--- config.mk ---
export PLATFORM = sky130hd
export DESIGN_NAME = qam_symbol_framer
export DESIGN_NICKNAME = d
export VERILOG_FILES = /design/src/rtl/qam_pkg.sv /design/src/rtl/sym_fifo.sv /design/src/rtl/qam_symbol_framer.sv
export SDC_FILE = /design/constraint.sdc
export NUM_CORES = 1
export LEC_CHECK = 0
export ABC_CLOCK_PERIOD_IN_PS = 3100
export BUFFER_PORTS_ARGS = -buffer_cell sky130_fd_sc_hd__buf_2
export CELL_PAD_IN_SITES_DETAIL_PLACEMENT = 0
export CELL_PAD_IN_SITES_GLOBAL_PLACEMENT = 1
export CORE_MARGIN = 2
export CORE_UTILIZATION = 47
export DETAILED_ROUTE_END_ITERATION = 7
export HOLD_SLACK_MARGIN = 0.1
export PLACE_DENSITY = 0.84
export SLEW_MARGIN = 20
export SYNTH_ARGS = -nofsm -noshare
export SYNTH_HDL_FRONTEND = slang
export SYNTH_SLANG_ARGS = --single-unit
--- constraint.sdc ---
create_clock -name clk -period 3.1 [get_ports clk]
set_clock_uncertainty 0.1 [all_clocks]
set_input_delay 0.155 -clock clk [delete_from_list [all_inputs] [get_ports clk]]
set_output_delay 0.155 -clock clk [all_outputs]
set_load 0.03 [all_outputs]
--- src/rtl/qam_pkg.sv ---
// Shared QAM constants, framer state encoding and Gray helper.
// Used by the symbol framer and the downstream modulator.
package qam_pkg;

  localparam int QAM_WIDTH  = 4;
  localparam int WAVE_WIDTH = 12;

  typedef enum logic {
    IDLE,
    HOLD
  } framer_state_t;

  function automatic logic [31:0] gray_encode(
    input logic [31:0] b
  );
    return b ^ (b >> 1);
  endfunction

endpackage

--- src/rtl/sym_fifo.sv ---
// Synchronous symbol FIFO with occupancy level.
// Callers never push when full nor pop when empty.
module sym_fifo #(
  parameter int WIDTH = 4,
  parameter int DEPTH = 4,
  localparam int AW = $clog2(DEPTH)
) (
  input  logic             clk,
  input  logic             reset,
  input  logic             push,
  input  logic             pop,
  input  logic [WIDTH-1:0] din,
  output logic [WIDTH-1:0] dout,
  output logic             full,
  output logic             empty,
  output logic [AW:0]      level
);

  logic [WIDTH-1:0] mem [DEPTH];
  logic [AW-1:0]    wr_ptr;
  logic [AW-1:0]    rd_ptr;

  assign dout  = mem[rd_ptr];
  assign full  = (level == (AW+1)'(DEPTH));
  assign empty = (level == '0);

  // storage array, no reset needed
  always_ff @(posedge clk) begin
    if (push) mem[wr_ptr] <= din;
  end

  // pointers and occupancy
  always_ff @(posedge clk) begin
    if (!reset) begin
      wr_ptr <= '0;
      rd_ptr <= '0;
      level  <= '0;
    end else begin
      if (push) wr_ptr <= wr_ptr + 1'b1;
      if (pop)  rd_ptr <= rd_ptr + 1'b1;
      unique case ({push, pop})
        2'b10:   level <= level + 1'b1;
        2'b01:   level <= level - 1'b1;
        default: level <= level;
      endcase
    end
  end

endmodule

--- src/rtl/qam_symbol_framer.sv ---
// Serial-to-symbol packer with FIFO and fixed symbol hold.
// Feeds the QAM modulator data_in directly from data_out.
module qam_symbol_framer
  import qam_pkg::*;
#(
  parameter int QAM_WIDTH     = qam_pkg::QAM_WIDTH,
  parameter int SYMBOL_PERIOD = 1000,
  parameter int FIFO_DEPTH    = 4,
  parameter int GRAY_EN       = 1,
  localparam int LW = $clog2(FIFO_DEPTH) + 1,
  localparam int CW = $clog2(SYMBOL_PERIOD + 1),
  localparam int BW = (QAM_WIDTH > 1) ? $clog2(QAM_WIDTH) : 1
) (
  input  logic                 clk,
  input  logic                 reset,
  input  logic                 bit_in,
  input  logic                 bit_valid,
  output logic                 bit_ready,
  output logic [QAM_WIDTH-1:0] data_out,
  output logic                 sym_strobe,
  output logic                 sym_active,
  output logic [LW-1:0]        fifo_level,
  output logic                 underrun,
  input  logic                 underrun_clr
);

  logic [BW-1:0]        bit_cnt;
  logic [QAM_WIDTH-1:0] shreg;
  logic [QAM_WIDTH-1:0] word;
  logic [QAM_WIDTH-1:0] sym;
  logic [QAM_WIDTH-1:0] fifo_dout;
  logic                 last_bit;
  logic                 accept;
  logic                 push;
  logic                 pop;
  logic                 full;
  logic                 empty;

  framer_state_t        state;
  framer_state_t        state_n;
  logic [CW-1:0]        cnt;
  logic [CW-1:0]        cnt_n;
  logic [QAM_WIDTH-1:0] dout_n;
  logic                 strobe_n;
  logic                 active_n;
  logic                 under_set;

  // readiness uses registered full only: no pop-through
  assign last_bit  = (bit_cnt == BW'(QAM_WIDTH - 1));
  assign bit_ready = reset && !(last_bit && full);
  assign accept    = bit_valid && bit_ready;
  assign push      = accept && last_bit;
  assign word      = QAM_WIDTH'({shreg, bit_in});
  assign sym       = (GRAY_EN != 0)
                   ? QAM_WIDTH'(gray_encode(32'(word)))
                   : word;

  // first bit received ends up as the symbol MSB
  always_ff @(posedge clk) begin
    if (!reset) begin
      bit_cnt <= '0;
      shreg   <= '0;
    end else if (accept) begin
      shreg   <= word;
      bit_cnt <= last_bit ? '0 : bit_cnt + 1'b1;
    end
  end

  sym_fifo #(
    .WIDTH (QAM_WIDTH),
    .DEPTH (FIFO_DEPTH)
  ) u_fifo (
    .clk   (clk),
    .reset (reset),
    .push  (push),
    .pop   (pop),
    .din   (sym),
    .dout  (fifo_dout),
    .full  (full),
    .empty (empty),
    .level (fifo_level)
  );

  // next-state and output decode for symbol pacing
  always_comb begin
    state_n   = state;
    cnt_n     = cnt;
    dout_n    = data_out;
    strobe_n  = 1'b0;
    active_n  = sym_active;
    under_set = 1'b0;
    pop       = 1'b0;
    unique case (state)
      IDLE: begin
        active_n = 1'b0;
        if (!empty) begin
          pop      = 1'b1;
          dout_n   = fifo_dout;
          strobe_n = 1'b1;
          cnt_n    = '0;
          active_n = 1'b1;
          state_n  = HOLD;
        end
      end
      HOLD: begin
        if (cnt == CW'(SYMBOL_PERIOD - 1)) begin
          if (!empty) begin
            pop      = 1'b1;
            dout_n   = fifo_dout;
            strobe_n = 1'b1;
            cnt_n    = '0;
          end else begin
            state_n   = IDLE;
            active_n  = 1'b0;
            under_set = 1'b1;
          end
        end else begin
          cnt_n = cnt + 1'b1;
        end
      end
      default: state_n = IDLE;
    endcase
  end

  // registered FSM state and outputs; underrun set beats clear
  always_ff @(posedge clk) begin
    if (!reset) begin
      state      <= IDLE;
      cnt        <= '0;
      data_out   <= '0;
      sym_strobe <= 1'b0;
      sym_active <= 1'b0;
      underrun   <= 1'b0;
    end else begin
      state      <= state_n;
      cnt        <= cnt_n;
      data_out   <= dout_n;
      sym_strobe <= strobe_n;
      sym_active <= active_n;
      underrun   <= under_set | (underrun & ~underrun_clr);
    end
  end

endmodule

Word level (Yosys, flattened, before mapping)
Memories as Yosys holds them, arrays and structs flattened. A register that Yosys moved wholly into a read port is not among the register bits.
Cells that the tools add are included.
{"block": "totals", "regBits": 30, "mem_bits_rw": 16, "input_bits": 5, "out_inout_bits": 11, "word_cells": 61, "memories": 1}
{"name": "u_fifo.mem", "words": 4, "width": 4, "read_ports": 1, "rd_clocked_by_memory_dff": 1, "write_ports": 1, "line": "sym_fifo.sv:19", "rtl": "logic [WIDTH-1:0] mem [DEPTH];"}
{"block": "classes", "add_sub_neg": 6, "eq_ne": 7, "muxes": 23, "bitwise": 5, "reduce_logical": 8}
{"operator": "two-way mux 10 bit", "n": 2}
{"operator": "case mux 10 bit (2 select lines)", "n": 1}
{"operator": "adder 10 x 1 -> 10 bit (second input constant)", "n": 1}
{"operator": "== test 10 bit (second input constant)", "n": 1}
{"operator": "two-way mux 1 bit", "n": 10}
{"operator": "two-way mux 4 bit", "n": 2}
{"operator": "case mux 4 bit (2 select lines)", "n": 1}
{"operator": "adder 2 x 1 -> 2 bit (second input constant)", "n": 3}
{"operator": "two-way mux 2 bit", "n": 3}
{"operator": "case mux 1 bit (2 select lines)", "n": 3}
{"operator": "case mux 3 bit (2 select lines)", "n": 1}
{"operator": "== test 2 bit (second input constant)", "n": 2}
{"operator": "logical AND 1 bit", "n": 4}
{"operator": "bitwise XOR 4 x 3 -> 4 bit", "n": 1}
{"operator": "adder 3 x 1 -> 3 bit (second input constant)", "n": 1}
{"operator": "== test 3 bit (second input constant)", "n": 1}
{"operator": "zero test 3 bit", "n": 1}
{"operator": "subtractor 3 x 1 -> 3 bit (second input constant)", "n": 1}
{"operator": "== test 2 x 1 -> 1 bit (second input constant)", "n": 1}
{"operator": "inequality test 2 x 1 -> 1 bit (second input constant)", "n": 1}
{"operator": "inequality test 2 bit (second input constant)", "n": 1}
{"operator": "NOT 1 bit", "n": 2}
{"operator": "AND reduction 2 bit", "n": 1}
{"operator": "nonzero test 2 bit", "n": 1}
{"operator": "other kinds (3)", "n": 3}

Depth between registers and ports, before layout
Gate-level depths: netlist of run 1.
{"block": "depth", "word_depth": 8, "depth_mapped": 11, "mapped_depth_nobuf": 10}

Hierarchy
A second synthesis of run 1 with hierarchy kept.
{"block": "unflattened", "hier_cells": 195, "area_unflattened_um2": 2145.8}
{"mod": "qam_symbol_framer", "instances": 1, "cells_per_inst": 129, "area_per_inst_um2": 1117.3, "seq_area_each_um2": 460.4}
{"mod": "sym_fifo", "instances": 1, "cells_per_inst": 66, "area_per_inst_um2": 1028.5, "seq_area_each_um2": 660.6}

Worst setup path after synthesis of run 1
Ideal clock, no wire load.
{"block": "synth_timing", "path_kind": "register -> register", "from": "register cnt[0]", "to": "register u_fifo.level[2]", "setup_ns": 0.071, "t_arrival_ns": 2.545, "t_required_ns": 2.929, "path_slack_ns": 0.385, "path_stages_with_launch": 12, "n_path_buf": 1, "synth_period_minus_slack_ns": 2.715, "path_cell_list": "dfxtp_1 ha_1 nand2_1 o31ai_4 and2_2 buf_6 ha_1 inv_1 fa_1 xor2_1 or3_1 a21oi_1"}
{"block": "synth_between", "elab_chain_len": 5, "word_cells_on_any_way": 7, "cone_classes": "eq/ne (3); mux (3); reduce/logical (1)"}
{"element": "start, declared", "line": "qam_symbol_framer.sv:41", "rtl": "logic [CW-1:0] cnt;"}
{"element": "start signal, assigned", "line": "qam_symbol_framer.sv:136", "rtl": "cnt <= cnt_n;"}
{"element": "== test 10 bit *", "line": "qam_symbol_framer.sv:106", "rtl": "if (cnt == CW'(SYMBOL_PERIOD - 1)) begin"}
{"element": "two-way mux 1 bit *", "line": "qam_symbol_framer.sv:106"}
{"element": "case mux 1 bit (2 select lines) *", "line": "qam_symbol_framer.sv:93", "rtl": "unique case (state)"}
{"element": "via pop", "line": "qam_symbol_framer.sv:35", "rtl": "logic pop;"}
{"element": "== test 2 x 1 -> 1 bit or == test 2 bit (tied branches)", "line": "sym_fifo.sv:41", "rtl": "unique case ({push, pop})"}
{"element": "case mux 3 bit (2 select lines) or nonzero test 2 bit (tied branches)"}
{"element": "end signal, assigned", "line": "sym_fifo.sv:42", "rtl": "2'b10: level <= level + 1'b1;"}
{"element": "end signal, assigned", "line": "sym_fifo.sv:43", "rtl": "2'b01: level <= level - 1'b1;"}
{"element": "end signal, assigned", "line": "sym_fifo.sv:44", "rtl": "default: level <= level;"}
{"element": "end, declared", "line": "sym_fifo.sv:16", "rtl": "output logic [AW:0] level"}
Mark *: on every way through the listed nets, which the timed path passes. The rest lies on a longest branch.
A chain may end at the register's enable or synchronous reset.

Worst setup path in the final report of run 1
{"block": "layout_timing", "from": "register cnt[0]", "to": "register u_fifo.level[2]"}
{"block": "layout_between", "elab_chain_len": 5, "word_cells_on_any_way": 7, "cone_classes": "eq/ne (3); mux (3); reduce/logical (1)"}
{"element": "== test 10 bit *", "line": "qam_symbol_framer.sv:106"}
{"element": "two-way mux 1 bit *", "line": "qam_symbol_framer.sv:106"}
{"element": "case mux 1 bit (2 select lines) *", "line": "qam_symbol_framer.sv:93"}
{"element": "== test 2 x 1 -> 1 bit or == test 2 bit (tied branches)", "line": "sym_fifo.sv:41"}
{"element": "case mux 3 bit (2 select lines) or nonzero test 2 bit (tied branches)"}
Mark *: on every way between the ends. The rest lies on a longest branch, timed or not.

==> results.json, run 1 <==
{
  "power_density_nw_per_um2": 710,
  "synthDistinctLibCells": 45,
  "netlist_area_sq_um": 2140,
  "cp.required_ps": 3220,
  "leakagePower_uw": 0.000882,
  "clkTransAtPathRegs_ps": 80,
  "gp_congestion": 0.835,
  "rsz0062_at_grt": "false",
  "avgSynthCellArea_sq_um": 11.0,
  "multi_input_area_sq_um": 925,
  "fin_util": 0.550,
  "die_w_um": 71.4,
  "finalCritPeriodShare": 0.916,
  "route.detailed.drc": 0,
  "cts_root_buf": "clkbuf_8",
  "cpMostUsedCell": "ha_1",
  "slew_viol_final": 0,
  "num_antenna_cells": 0,
  "antenna_found_initial": 0,
  "post_dp_cell_area_sq_um": 2230,
  "critPathKind": "reg2reg",
  "layout_common_cells": "dfxtp_1 (32), edfxtp_1 (16), buf_2 (15), nand2_1 (14), o21ai_0 (12)",
  "ir_worst_vdd_mv": 0.446,
  "critPathMaxStageDelay_ps": 400,
  "dieHeight_um": 71.4,
  "die_area_sq_um": 5100,
  "synthToLayoutAreaGrowth_pct": 12.1,
  "cts_resized": 0,
  "grt_max_degree": 35,
  "fillerInstances": 357,
  "crit_chain": "ha_1 > nand2_1 > o31ai_4 > and2_2 > ha_1 > inv_1 > fa_1 > xor2_1 > or3_1 > a21oi_1",
  "drive_gt1_frac": 0.173,
  "worst_pin_slew_ps": 815,
  "drt_iter0_drc": 75,
  "coreArea_sq_um": 4350,
  "viasPerCell": 5.88,
  "synth-seq-area-share": 0.525,
  "clockBufferDepth": 2,
  "cp.arrival_ps": 2960,
  "total_power_uw": 1700,
  "status": "completed",
  "maxCapViolations": 0,
  "fmax_ghz": 0.352,
  "syn_inst": 195,
  "yosys_warnings": 0,
  "grt_pass1_wl_um": 6370,
  "post_cts_buffers": 0,
  "crit_path_max_fanout": 8,
  "post-place-cells": 254,
  "cts.sinks": 48,
  "synth_top_area_cell": "dfxtp_1",
  "core.rowCount": 24,
  "drt-pass1-iter-count": 4,
  "max_slew_margin": 0.452,
  "via_count": 1563,
  "ff2ff_setup_slack_ps": 260,
  "synthDominantCellAreaShare": 0.300,
  "synthFlopType": "dfxtp_1",
  "htreeDepth": 2,
  "seq_area_sq_um": 1120,
  "hp-class": "in2reg",
  "track_usage": 0.159,
  "fin_cells": 266,
  "port_buffers": 15,
  "cts_made_buffers": 5,
  "post_drt_wl_per_cell_um": 14.2,
  "postLayoutCellArea_sq_um": 2400,
  "async_reset_ff_frac": 0,
  "hpwl_um": 2690,
  "syn-num-nets": 208,
  "first_global_vias": 1366,
  "worstSkewPairLatency_ps": 300,
  "final_common_cell": "dfxtp_1",
  "ios": 16,
  "synth_edf_count": 16,
  "grt-ovfl-total": 0,
  "endpoint_kind": "flip-flop",
  "synthTopCellsByArea": "dfxtp_1 (30%), edfxtp_1 (22%), mux4_2 (4.2%)",
  "critPathSlowestCell": "dfxtp_1",
  "cts_tree": "yes",
  "start_util": 0.491,
  "routed_wl_um": 3780,
  "detail-route-antenna-nets": 0,
  "nNetsFinal": 226,
  "hold_viol": 0,
  "ys_seq_elements": 48,
  "period_minus_slack_ps": 2840,
  "setup_violations": 0,
  "crit_path_start_kind": "flip-flop",
  "tns_ps": 0
}
[through the flow]
step	worst slack, ps	hold WS (ps)
after floorplan	385	200
after global placement	417	311
after detailed placement	308	323
after CTS	278	261
after global routing	49.5	288
final	261	269
[critical path: cells and delay by family, from the launching register on]
kind            cells  cell delay, ps
compound gates      2             440
xor+xnor            1             160
fa+ha+maj           3             830
buf+inv             1              60
flops               1             400
simple gates        3             770
[routing by layer]
layer | global-route usage | up-vias | share of wire
met2 | 0.251 | 57 | 0.46
met5 | 0 | - | 0
met3 | 0.0464 | 6 | 0.068
met1 | 0.212 | 744 | 0.46
met4 | 0.0503 | 0 | 0.013
li1 | - | 756 | -
[power by group]
| part | switching (uW) | internal [uW] | leakage (uW) |
|---|---|---|---|
| clock network | 206 | 264 | 0.0000614 |
| registers | 69.8 | 721 | 0.000403 |
| logic | 275 | 164 | 0.000418 |
| total | 551 | 1150 | 0.000882 |
[cells in the mapped netlist (all sizes together) (2+ instances only)]
library cell	n
inv	11
nand2	14
nor4	4
ha	7
or2	2
xor2	7
edfxtp	16
mux4	4
and2	5
and3	5
dfxtp	32
o21ai	12
a211oi	2
nand4b	2
nor3	3
a21oi	5
nand4	9
a31o	2
buf	2
or3	2
clkbuf	7
o31ai	6
o21a	4
nand3	6
nor2	10
[final timing paths]
kind / to / cells after the start / start
setup / recovery: u_fifo.level[2]$_SDFFE_PN0P_ / 10 / cnt[0]$_SDFF_PN0_
hold / removal: cnt[5]$_SDFF_PN0_ / 2 / reset
setup reg to reg: u_fifo.level[2]$_SDFFE_PN0P_ / 10 / cnt[0]$_SDFF_PN0_
hold reg to reg: data_out[2]$_SDFFE_PN0P_ / 2 / data_out[2]$_SDFFE_PN0P_
[sequential cells by signal, summed over array words and instances, names as in the netlist, named ones only]
signal / count
data_out: 4
cnt: 10
state: 1
u_fifo.mem: 16
sym_strobe: 1
bit_cnt: 2
underrun: 1
u_fifo.level: 3
u_fifo.wr_ptr: 2
sym_active: 1
shreg: 3
u_fifo.rd_ptr: 2
[repair_timing]
action / in CTS / in global routing
setup endpoints to repair: 0 / 0
endpoints found under the hold margin: 3 / 0
hold buffers: 4 / 0
[logic make-up (layout without fill, tap and decap cells)]
group | Yosys count | in the layout | synth area share
multiplexers | 5 | 5 | 0.0468
flip-flops | 48 | 48 | 0.525
AO/OA/AOI/OAI | 38 | 38 | 0.126
XOR/XNOR | 8 | 8 | 0.0328
adder cells (fa/ha/maj) | 8 | 8 | 0.0503
AND/OR/NAND/NOR | 68 | 68 | 0.176
buffers and inverters | 20 | 39 | 0.0427
[area by class of cell]
class,count,share of cell area
flip-flops and latches,48,0.468
inverters,11,0.0172
well taps,52,0.0272
clock buffers,6,0.0345
multi-input cells,127,0.386
repair buffers,20,0.0512
clock inverters,2,0.0162
Note: power is estimated with default switching activity, not from simulation.
==> run 2: changes to the inputs <==
--- a/config.mk
+++ b/config.mk
@@ -14,6 +14,7 @@
 export DETAILED_ROUTE_END_ITERATION = 7
 export HOLD_SLACK_MARGIN = 0.1
 export PLACE_DENSITY = 0.84
+export REMOVE_ABC_BUFFERS = 1
 export SLEW_MARGIN = 20
 export SYNTH_ARGS = -nofsm -noshare
 export SYNTH_HDL_FRONTEND = slang
==> results.json, run 2 (synthesis gave the netlist of run 1 again) <==
{
  "status": "completed",
  "hpwl_um": 2910,
  "nNetsFinal": 227,
  "die_w_um": 71.4,
  "dieHeight_um": 71.4,
  "first_global_vias": 1465,
  "cts_tree": "yes",
  "cp.required_ps": 3240,
  "final_common_cell": "dfxtp_1",
  "fmax_ghz": 0.348,
  "pwr-share-clk": 0.270,
  "track_usage": 0.178,
  "endpoint_kind": "flip-flop",
  "clockBufferDepth": 2,
  "crit_path_max_fanout": 8,
  "htreeDepth": 2,
  "rsz0062_at_grt": "false",
  "num_antenna_cells": 0,
  "hold_viol": 0,
  "max_slew_margin": 0.427,
  "post-place-ws_ps": 240,
  "grt-ovfl-total": 0,
  "cts.sinks": 48,
  "core.rowCount": 24,
  "drt-pass1-iter-count": 4,
  "finalCritPeriodShare": 0.927,
  "top_regs": "u_fifo.mem: 16 flops, cnt: 10 flops, data_out: 4 flops",
  "gp_congestion": 0.913,
  "critPathKind": "reg2reg",
  "grt_max_degree": 34,
  "regMostFlops": "u_fifo.mem",
  "period_minus_slack_ps": 2870,
  "via_count": 1524,
  "p_seq_frac": 0.468,
  "cts_root_buf": "clkbuf_8",
  "cts_made_buffers": 5,
  "drt_iter0_drc": 128,
  "p_int_uw": 1130,
  "switchingPower_uw": 570,
  "crit_path_start_kind": "flip-flop",
  "coreArea_sq_um": 4350,
  "largest_reg_flops": 16,
  "die_area_sq_um": 5100,
  "setup_ws_ps": 227,
  "grt_pass1_wl_um": 7020,
  "route.detailed.drc": 0,
  "drive_gt1_frac": 0.177,
  "ios": 16,
  "clkTransAtPathRegs_ps": 90,
  "leakagePower_uw": 0.000884,
  "ir_worst_vdd_mv": 0.308,
  "total_power_uw": 1700,
  "synthToLayoutAreaGrowth_pct": 12.2,
  "slew_viol_final": 0,
  "tns_ps": 0,
  "hp-class": "in2reg",
  "combPwrFrac": 0.262,
  "routed_wl_um": 4120,
  "antenna_found_initial": 0,
  "worstSkewPairLatency_ps": 300,
  "port_buffers": 15,
  "maxCapViolations": 0,
  "worst_pin_slew_ps": 853,
  "layout_common_cells": "dfxtp_1 (32), edfxtp_1 (16), buf_2 (15), nand2_1 (14), o21ai_0 (12)",
  "viasPerCell": 5.71,
  "start_util": 0.491,
  "detail-route-antenna-nets": 0,
  "post_drt_wl_per_cell_um": 15.4,
  "switching_share": 0.335,
  "power_density_nw_per_um2": 708,
  "setup_violations": 0,
  "cp.arrival_ps": 3010
}
[run 2: worst paths after layout]
check / start / endpoint / slack [ps] / depth (start not counted)
max: cnt[0]$_SDFF_PN0_ / u_fifo.level[2]$_SDFFE_PN0P_ / 230 / 10
min: reset / cnt[8]$_SDFF_PN0_ / 320 / 3
max reg2reg: cnt[0]$_SDFF_PN0_ / u_fifo.level[2]$_SDFFE_PN0P_ / 230 / 10
min reg2reg: data_out[3]$_SDFFE_PN0P_ / data_out[3]$_SDFFE_PN0P_ / 360 / 2
[run 2: final cells by class]
cell class	instances	area (sq um)
clock buffers	5	68.8
clock inverters	3	47.5
fillers	376	1960
inverters	11	41.3
multi-input cells	127	925
flip-flops and latches	48	1120
well taps	52	65.1
repair buffers	21	130
[run 2: routing by layer]
metal | vias up | part of all wire | global-route usage
met2 | 38 | 0.48 | 0.289
met3 | 6 | 0.044 | 0.0520
met5 | - | 0 | 0
met4 | 0 | 0.015 | 0.0692
li1 | 761 | - | -
met1 | 719 | 0.46 | 0.225
[run 2: power groups by stage]
| stage | Combinational [uW] | Clock, uW | Sequential, uW |
|---|---|---|---|
| 6_report | 445 | 458 | 795 |
| 5_1_grt | 488 | 490 | 811 |
| 4_1_cts | 444 | 463 | 795 |
| 3_5_place_dp | 437 | 0 | 809 |
| 3_3_place_gp | 429 | 0 | 804 |
| 2_1_floorplan | 237 | 0 | 869 |
[run 2: worst max-delay path: stages (launching register included)]
cell and delay [ps]:
dfxtp_1 410, ha_1 240, nand2_1 210, o31ai_4 300, and2_2 280, ha_1 210, inv_1 70, fa_1 380
xor2_1 160, or3_1 310, a21oi_1 140
[run 2: through the flow]
step,hold slack (ps),cell area (sq um),std cells,util
finish,318,2400,267,0.551
global route,312,2400,267,0.551
CTS,302,2400,267,0.551
detailed placement,322,2240,255,0.515
global placement,313,2240,255,0.515
floorplan,173,2090,186,-
[run 2: timing repair]
| action | CTS | global route |
|---|---|---|
| hold endpoints to repair | 3 | 0 |
| gates resized for setup | 0 | 0 |
| buffers inserted | 0 | 0 |
| hold buffers | 4 | 0 |
